$ cat src/rtl/ps2_pkg.sv
// Shared PS/2 constants and the scan code set 2 to ASCII lookup used by the
// receiver and the keyboard decoder.
package ps2_pkg;

   localparam logic [7:0] PS2_EXT    = 8'hE0;
   localparam logic [7:0] PS2_BRK    = 8'hF0;
   localparam int         FRAME_BITS = 11;

   // Unmapped codes fall through to 0x00 so the display shows a blank character.
   function automatic logic [7:0] scan_to_ascii(input logic [7:0] code);
      logic [7:0] ascii;
      ascii = 8'h00;
      case (code)
         8'h1C: ascii = 8'h61; 8'h32: ascii = 8'h62; 8'h21: ascii = 8'h63;
         8'h23: ascii = 8'h64; 8'h24: ascii = 8'h65; 8'h2B: ascii = 8'h66;
         8'h34: ascii = 8'h67; 8'h33: ascii = 8'h68; 8'h43: ascii = 8'h69;
         8'h3B: ascii = 8'h6A; 8'h42: ascii = 8'h6B; 8'h4B: ascii = 8'h6C;
         8'h3A: ascii = 8'h6D; 8'h31: ascii = 8'h6E; 8'h44: ascii = 8'h6F;
         8'h4D: ascii = 8'h70; 8'h15: ascii = 8'h71; 8'h2D: ascii = 8'h72;
         8'h1B: ascii = 8'h73; 8'h2C: ascii = 8'h74; 8'h3C: ascii = 8'h75;
         8'h2A: ascii = 8'h76; 8'h1D: ascii = 8'h77; 8'h22: ascii = 8'h78;
         8'h35: ascii = 8'h79; 8'h1A: ascii = 8'h7A;
         8'h45: ascii = 8'h30; 8'h16: ascii = 8'h31; 8'h1E: ascii = 8'h32;
         8'h26: ascii = 8'h33; 8'h25: ascii = 8'h34; 8'h2E: ascii = 8'h35;
         8'h36: ascii = 8'h36; 8'h3D: ascii = 8'h37; 8'h3E: ascii = 8'h38;
         8'h46: ascii = 8'h39;
         8'h29: ascii = 8'h20; 8'h5A: ascii = 8'h0D; 8'h66: ascii = 8'h08;
         default: ascii = 8'h00;
      endcase
      return ascii;
   endfunction

endpackage

$ cat src/rtl/ps2_rx.sv
// PS/2 device-to-host frame receiver: synchronises the raw lines, shifts bits in
// on ps2_clk falling edges and emits one pulse per valid frame.
module ps2_rx
   import ps2_pkg::*;
#(
   parameter int TIMEOUT_CYCLES = 50000
) (
   input  logic       clk,
   input  logic       resetn,
   input  logic       ps2_clk,
   input  logic       ps2_data,
   output logic       byte_valid,
   output logic [7:0] byte_data
);

   localparam int TO_W = (TIMEOUT_CYCLES > 1) ? $clog2(TIMEOUT_CYCLES + 1) : 1;

   logic [1:0] line_raw;
   logic [1:0] line_sync;
   logic       ps2_clk_hist_reg;
   logic       fall;
   logic       timeout_hit;

   logic [FRAME_BITS-1:0] shift_reg;
   logic [FRAME_BITS-1:0] frame_next;
   logic [3:0]            bit_cnt_reg;
   logic [TO_W-1:0]       idle_cnt_reg;
   logic                  byte_valid_reg;
   logic [7:0]            byte_data_reg;
   logic                  frame_ok;

   assign line_raw = {ps2_data, ps2_clk};

   // Index 0 is ps2_clk, index 1 is ps2_data; both idle high out of reset.
   generate
      for (genvar gi = 0; gi < 2; gi++) begin : g_sync
         logic [1:0] sync_reg;
         always_ff @(posedge clk) begin
            if (!resetn) sync_reg <= 2'b11;
            else         sync_reg <= {sync_reg[0], line_raw[gi]};
         end
         assign line_sync[gi] = sync_reg[1];
      end
   endgenerate

   assign fall       = ps2_clk_hist_reg & ~line_sync[0];
   assign frame_next = {line_sync[1], shift_reg[FRAME_BITS-1:1]};
   // start low, stop high, odd parity over data+parity bits
   assign frame_ok   = ~frame_next[0] & frame_next[10] & (^frame_next[9:1]);

   generate
      if (TIMEOUT_CYCLES > 0) begin : g_timeout
         assign timeout_hit = (bit_cnt_reg != 4'd0) &&
                              (idle_cnt_reg == TO_W'(TIMEOUT_CYCLES - 1));
      end else begin : g_no_timeout
         assign timeout_hit = 1'b0;
      end
   endgenerate

   always_ff @(posedge clk) begin
      if (!resetn) begin
         ps2_clk_hist_reg <= 1'b1;
         shift_reg        <= '0;
         bit_cnt_reg      <= 4'd0;
         idle_cnt_reg     <= '0;
         byte_valid_reg   <= 1'b0;
         byte_data_reg    <= 8'h00;
      end else begin
         ps2_clk_hist_reg <= line_sync[0];
         byte_valid_reg   <= 1'b0;
         if (fall) begin
            shift_reg    <= frame_next;
            idle_cnt_reg <= '0;
            if (bit_cnt_reg == 4'(FRAME_BITS - 1)) begin
               bit_cnt_reg <= 4'd0;
               if (frame_ok) begin
                  byte_valid_reg <= 1'b1;
                  byte_data_reg  <= frame_next[8:1];
               end
            end else begin
               bit_cnt_reg <= bit_cnt_reg + 4'd1;
            end
         end else if (timeout_hit) begin
            bit_cnt_reg  <= 4'd0;
            idle_cnt_reg <= '0;
         end else if (bit_cnt_reg != 4'd0) begin
            idle_cnt_reg <= idle_cnt_reg + TO_W'(1);
         end
      end
   end

   assign byte_valid = byte_valid_reg;
   assign byte_data  = byte_data_reg;

endmodule

$ cat src/rtl/ps2_keyboard_decoder.sv
// PS/2 keyboard decoder: interprets make/break/extended sequences from ps2_rx
// and holds the last make code, its ASCII form and a key-held flag.
module ps2_keyboard_decoder
   import ps2_pkg::*;
#(
   parameter int TIMEOUT_CYCLES = 50000
) (
   input  logic       clk,
   input  logic       resetn,
   input  logic       ps2_clk,
   input  logic       ps2_data,
   output logic [7:0] ps2_scanout,
   output logic [7:0] ps2_out,
   output logic       putdown
);

   logic       byte_valid;
   logic [7:0] byte_data;

   logic       brk_reg,      brk_next;
   logic       ext_reg,      ext_next;
   logic [7:0] scan_reg,     scan_next;
   logic [7:0] ascii_reg,    ascii_next;
   logic       putdown_reg,  putdown_next;

   ps2_rx #(
      .TIMEOUT_CYCLES(TIMEOUT_CYCLES)
   ) u_rx (
      .clk       (clk),
      .resetn    (resetn),
      .ps2_clk   (ps2_clk),
      .ps2_data  (ps2_data),
      .byte_valid(byte_valid),
      .byte_data (byte_data)
   );

   always_comb begin
      brk_next     = brk_reg;
      ext_next     = ext_reg;
      scan_next    = scan_reg;
      ascii_next   = ascii_reg;
      putdown_next = putdown_reg;
      if (byte_valid) begin
         if (byte_data == PS2_EXT) begin
            ext_next = 1'b1;
         end else if (byte_data == PS2_BRK) begin
            brk_next = 1'b1;
         end else if (!brk_reg) begin
            scan_next    = byte_data;
            ascii_next   = ext_reg ? 8'h00 : scan_to_ascii(byte_data);
            putdown_next = 1'b1;
            ext_next     = 1'b0;
         end else begin
            // Releasing a key other than the displayed one leaves the flag alone.
            if (byte_data == scan_reg) putdown_next = 1'b0;
            brk_next = 1'b0;
            ext_next = 1'b0;
         end
      end
   end

   always_ff @(posedge clk) begin
      if (!resetn) begin
         brk_reg     <= 1'b0;
         ext_reg     <= 1'b0;
         scan_reg    <= 8'h00;
         ascii_reg   <= 8'h00;
         putdown_reg <= 1'b0;
      end else begin
         brk_reg     <= brk_next;
         ext_reg     <= ext_next;
         scan_reg    <= scan_next;
         ascii_reg   <= ascii_next;
         putdown_reg <= putdown_next;
      end
   end

   assign ps2_scanout = scan_reg;
   assign ps2_out     = ascii_reg;
   assign putdown     = putdown_reg;

endmodule

$ cat config.mk
export PLATFORM = sky130hd
export DESIGN_NAME = ps2_keyboard_decoder
export DESIGN_NICKNAME = d
export VERILOG_FILES = /design/src/rtl/ps2_pkg.sv /design/src/rtl/ps2_rx.sv /design/src/rtl/ps2_keyboard_decoder.sv
export SDC_FILE = /design/constraint.sdc
export NUM_CORES = 1
export LEC_CHECK = 0
export CAP_MARGIN = 20
export CORE_MARGIN = 10
export CORE_UTILIZATION = 50
export CTS_CLUSTER_DIAMETER = 200
export DETAILED_ROUTE_END_ITERATION = 8
export PLACE_DENSITY = 0.71
export SLEW_MARGIN = 20
export SYNTH_ARGS = -nofsm -noshare
export SYNTH_HDL_FRONTEND = slang
export SYNTH_SLANG_ARGS = --single-unit
$ cat constraint.sdc
create_clock -name clk -period 6.5 [get_ports clk]
set_clock_uncertainty 0.2 [all_clocks]
set_input_delay 1.3 -clock clk [delete_from_list [all_inputs] [get_ports clk]]
set_output_delay 1.3 -clock clk [all_outputs]
set_load 0.03 [all_outputs]
## After elaboration in Yosys (flattened, before gate mapping)

Memory sizes are Yosys's and may differ from the RTL's. A register that Yosys moved wholly into a read port is not among the register bits.
Index checks and enable logic that the tools add are counted.

- ROM bits: 896
- Output and inout port bits: 17
- RAM bits: 0
- Flip-flop bits (word level): 64
- Word-level logic and storage cells: 56
- Memories kept: 1
- Latch bits: 0

- Reduce and logical (&&, ||, !) cells: 11
- Shifts and indexed selects: 0
- Order comparisons: 0
- Multiplexer cells: 13
- Equality and inequality tests: 7
- Add/subtract/negate cells: 2
- Bitwise logic cells: 9
- Divide/modulo/power cells: 0
- Multiply operators: 0

Memories:

| name | words | width | read ports | clocked after memory_dff | wr ports | RTL line | text |
|---|---|---|---|---|---|---|---|
| (name not given) | 128 | 7 | 1 | 1 | 0 | ps2_pkg.sv:13 | `case (code)` |

Operators with widths:

| operator | number |
|---|---|
| $add A16 B1 Y16 const B | 1 |
| $eq A16 B16 Y1 const B | 1 |
| $eq A8 B8 Y1 const B | 2 |
| $mux W8 | 2 |
| $mux W7 | 2 |
| $mux W4 | 3 |
| $reduce_xor A9 Y1 | 1 |
| $eq A8 B8 Y1 | 1 |
| $reduce_and A4 Y1 | 2 |
| $mux W1 | 6 |
| $not A1 Y1 | 6 |
| $reduce_and A3 Y1 | 2 |
| $add A4 B1 Y4 const B | 1 |
| $eq A4 B4 Y1 const B | 1 |
| $reduce_and A2 Y1 | 2 |
| $reduce_bool A4 Y1 | 1 |
| $and A1 B1 Y1 | 3 |
| $reduce_or A3 Y1 | 1 |
| $ne A2 B1 Y1 const B | 1 |
| $ne A2 B2 Y1 const B | 1 |
| $reduce_bool A2 Y1 | 1 |
| $logic_and A1 B1 Y1 | 1 |

## Depth between registers and ports, before layout

- Word-level depth: 6
- Mapped depth: 14
- Depth with buffers taken out: 13

## Modules after synthesis

From an unflattened synthesis, not the netlist that was laid out.

- Cell total of the unflattened synthesis: 420
- Area, all modules: 3572.2 um2

By module, submodules not included:

| module | cells each | area an instance (um2) | sequential area each (um2) | times used |
|---|---|---|---|---|
| ps2_rx | 216 | 1954.4 | 880.8 | 1 |
| ps2_keyboard_decoder | 204 | 1617.8 | 360.3 | 1 |

## Worst setup path before layout

No wires, ideal clock.

- Kind: input-to-reg
- From: in resetn
- To: reg (tool-made name)
- Buffers on the path: 3
- Stages: 8
- Arrival: 3.304 ns
- Slack: 2.874 ns
- Required time: 6.178 ns
- Cells stage by stage: clkbuf_1 buf_1 clkbuf_1 nand2_1 ha_1 a221oi_2 a21oi_1 a311o_1

RTL lines:

| element | RTL line | text |
|---|---|---|
| start: declaration | ps2_keyboard_decoder.sv:9 | `input logic resetn,` |

==> results.cfg <==
[clock_network]
ctsHoldBuffers = 0
clock_tree.buffer_depth = 2
htree_num_levels = 3
cts_made_buffers = 9
clk_lat_worst_skew_ns = 0.35
tritoncts = yes
clkSlewWorstSetupHoldPaths_ns = 0.08
postCtsSetupRepairBufs = 0
postCtsResizedCells = 0
root_buffer = clkbuf_8
clkSinkCount = 69

[setup_path]
worst_path_bufs_invs = 2
worst_ep_arrival_time_ns = 4.16
cpPeakStageDelay_ns = 0.83
cp_startpoint_kind = input pin
path_class = in -> reg
timing.critical_path.max_delay_family = compound AO/OA/AOI/OAI gates
crit_path_start = resetn
r2r-start = u_rx.shift_reg[4]
slowest_stage = clkdlybuf4s50_1
timing.critical_path.cells = clkdlybuf4s50_1 > nand2_1 > nor4b_1 > mux2i_1 > o21ai_2 > inv_2 > a21o_1 > a221oi_2 > a21oi_1 > a311o_1
worst-path-max-fanout = 16
setup.worst_path.end_class = flop
required_ns = 6.53

[pwr]
power.net_switching_mw = 0.189
peak_ir_drop_on_the_vdd_network_uv = 110
total_leakage_power_nw = 1.53
seq_power_share_pct = 50.8
clock_power_share_pct = 46.6
netSwitchingFraction_pct = 22.5
internal_power_component_mw = 0.651
cellPowerDensity_nw_per_um2 = 202
combinationalPowerShare_pct = 2.6

[logic_synthesis]
largest_family_of_logic_cells_by_synthesized_area = simple AND/OR/NAND/NOR gates
synth_xor_area_share_pct = 8.03
netlist_top_cells_area = dfxtp_1 (37%), nand2_1 (9.7%), a21oi_1 (4.8%)
synth_seq_cells = 69
synthesis.yosys.warnings = 0
synth_edf_count = 0
synth.mux.area_fraction_pct = 5.99
post_synth_fa_ha_maj_area_fraction_pct = 3.35
synthFlopType = dfxtp_1
async_flop_share_pct = 0
seq_area_frac_synth_pct = 36.9
avgSynthCellArea_um2 = 8.09
synth_area_leader_cell = dfxtp_1
syn_nets = 476
syn-cell-area_um2 = 3740
synth_top_area_share_pct = 36.9
synth.lib_cells_used.distinct = 69
synth_compound_area_share_pct = 16.4
number_of_instances_in_the_synthesized_netlist = 462
synth-simple-area-share_pct = 24.0

[final_layout]
layout-drive-gt1-share_pct = 8.90
final_common_cell = nand2_1
mostFrequentLayoutCells = nand2_1 (97), dfxtp_1 (69), a21oi_1 (36)
final_nets = 481
synthToLayoutAreaGrowth_pct = 11.3
layout.core_utilization_pct = 57.4
n_diodes = 0

[min_path]
hold_path_startpoint = u_rx.g_sync[1].sync_reg[0]
min-delay-path-class = reg -> reg

[timing]
max_slew.worst_pin.slew_ns = 0.904
rsz0062_at_grt = false
fin_crit_ns = 4.14
final_critical_path_share_of_the_clock_period_pct = 63.6
timing.final.hold_violations = 0
finalSetupViolations = 0
totalNegativeSetupSlack_ns = 0
fmaxAchievable_ghz = 0.242
timing.hold.ws_ns = 0.208
slew_headroom_pct = 39.5
number_of_max_slew_violations_in_the_final_report = 0

[floorplanning]
die_w_um = 106
core_area_um2 = 7250
design.portCount = 21
die_height_um = 106
initial_core_utilization_pct = 51.5
rows = 31
design.die.area_um2 = 11300

[route]
wl_mm = 8.23
detail_route.iter0.violations = 203
drt_pre_antenna_iters = 5
via_count = 3138
routed_via_density = 5.50
drt-wirelength-per-cell_um = 14.4
ant_nets = 0
post-route-drc-count = 0

[global_routing]
antenna_found_initial = 0
grt_start_max_net_pins = 30
grt_util_all_layers_pct = 14.7
grt_remaining_overflow = 0
number_of_global_route_vias_before_repair = 2876
grt_pass1_wl_mm = 14.0

[placed_design]
buffer_ports.inserted = 19
hpwl_dp_mm = 5.80
gp_congestion = 0.855

[status]
run_status = finished clean

[job]
cap_violations = 0
## final timing paths
kind	to	slack [ns]	cells after the start
hold reg to reg	u_rx.g_sync[1].sync_reg[1]	0.21	1
setup reg to reg	flop	2.79	9
setup / recovery	flop	2.36	10
hold / removal	u_rx.g_sync[1].sync_reg[1]	0.21	1
## power groups by stage
stage	Clock (mW)	Sequential [mW]	Combinational, mW
CTS	0.398	0.427	0.0220
finish	0.392	0.427	0.0218
global route	0.418	0.427	0.0246
global placement	0	0.437	0.0216
detailed placement	0	0.437	0.0219
floorplan	0	0.436	0.0172
## metal layers
metal,global-route usage (%),vias to the layer above,wire length [um]
met5,0,-,0
met3,3.99,10,509
met1,18.7,1441,3770
li1,-,1595,-
met2,23.2,92,3840
met4,5.80,0,112
## area by class of cell
class	count	area (um2)
clock buffers	10	128
flip-flops and latches	69	1380
clock inverters	6	93.8
multi-input cells	350	2160
well taps	99	124
inverters	16	67.6
fillers	687	3090
repair buffers	21	205
## cell families (layout without fill, tap and decap cells)
group | after synthesis | count (layout)
AND/OR/NAND/NOR | 198 | 198
AO/OA/AOI/OAI | 91 | 91
flip-flops | 69 | 69
buffers and inverters | 43 | 53
XOR/XNOR | 31 | 31
multiplexers | 19 | 19
adder cells (fa/ha/maj) | 10 | 10
other | 1 | 1
## synth_stat cells (all sizes together), types with 10 or more instances
library cell / n
a21oi: 37
buf: 11
clkbuf: 16
dfxtp: 69
ha: 10
inv: 13
mux2i: 10
nand2: 97
nand3: 28
nor2: 36
o21ai: 17
xnor2: 18
xor2: 11
## through the flow
step	power, mW	setup WS (ns)	cell area [um2]	instances
floorplan	0.453	2.87	3740	462
global placement	0.458	2.11	3940	555
detailed placement	0.459	2.09	3940	555
CTS	0.847	2.41	4160	571
global route	0.869	2.18	4160	571
finish	0.840	2.36	4160	571
Note: power is estimated with default switching activity, not from simulation.
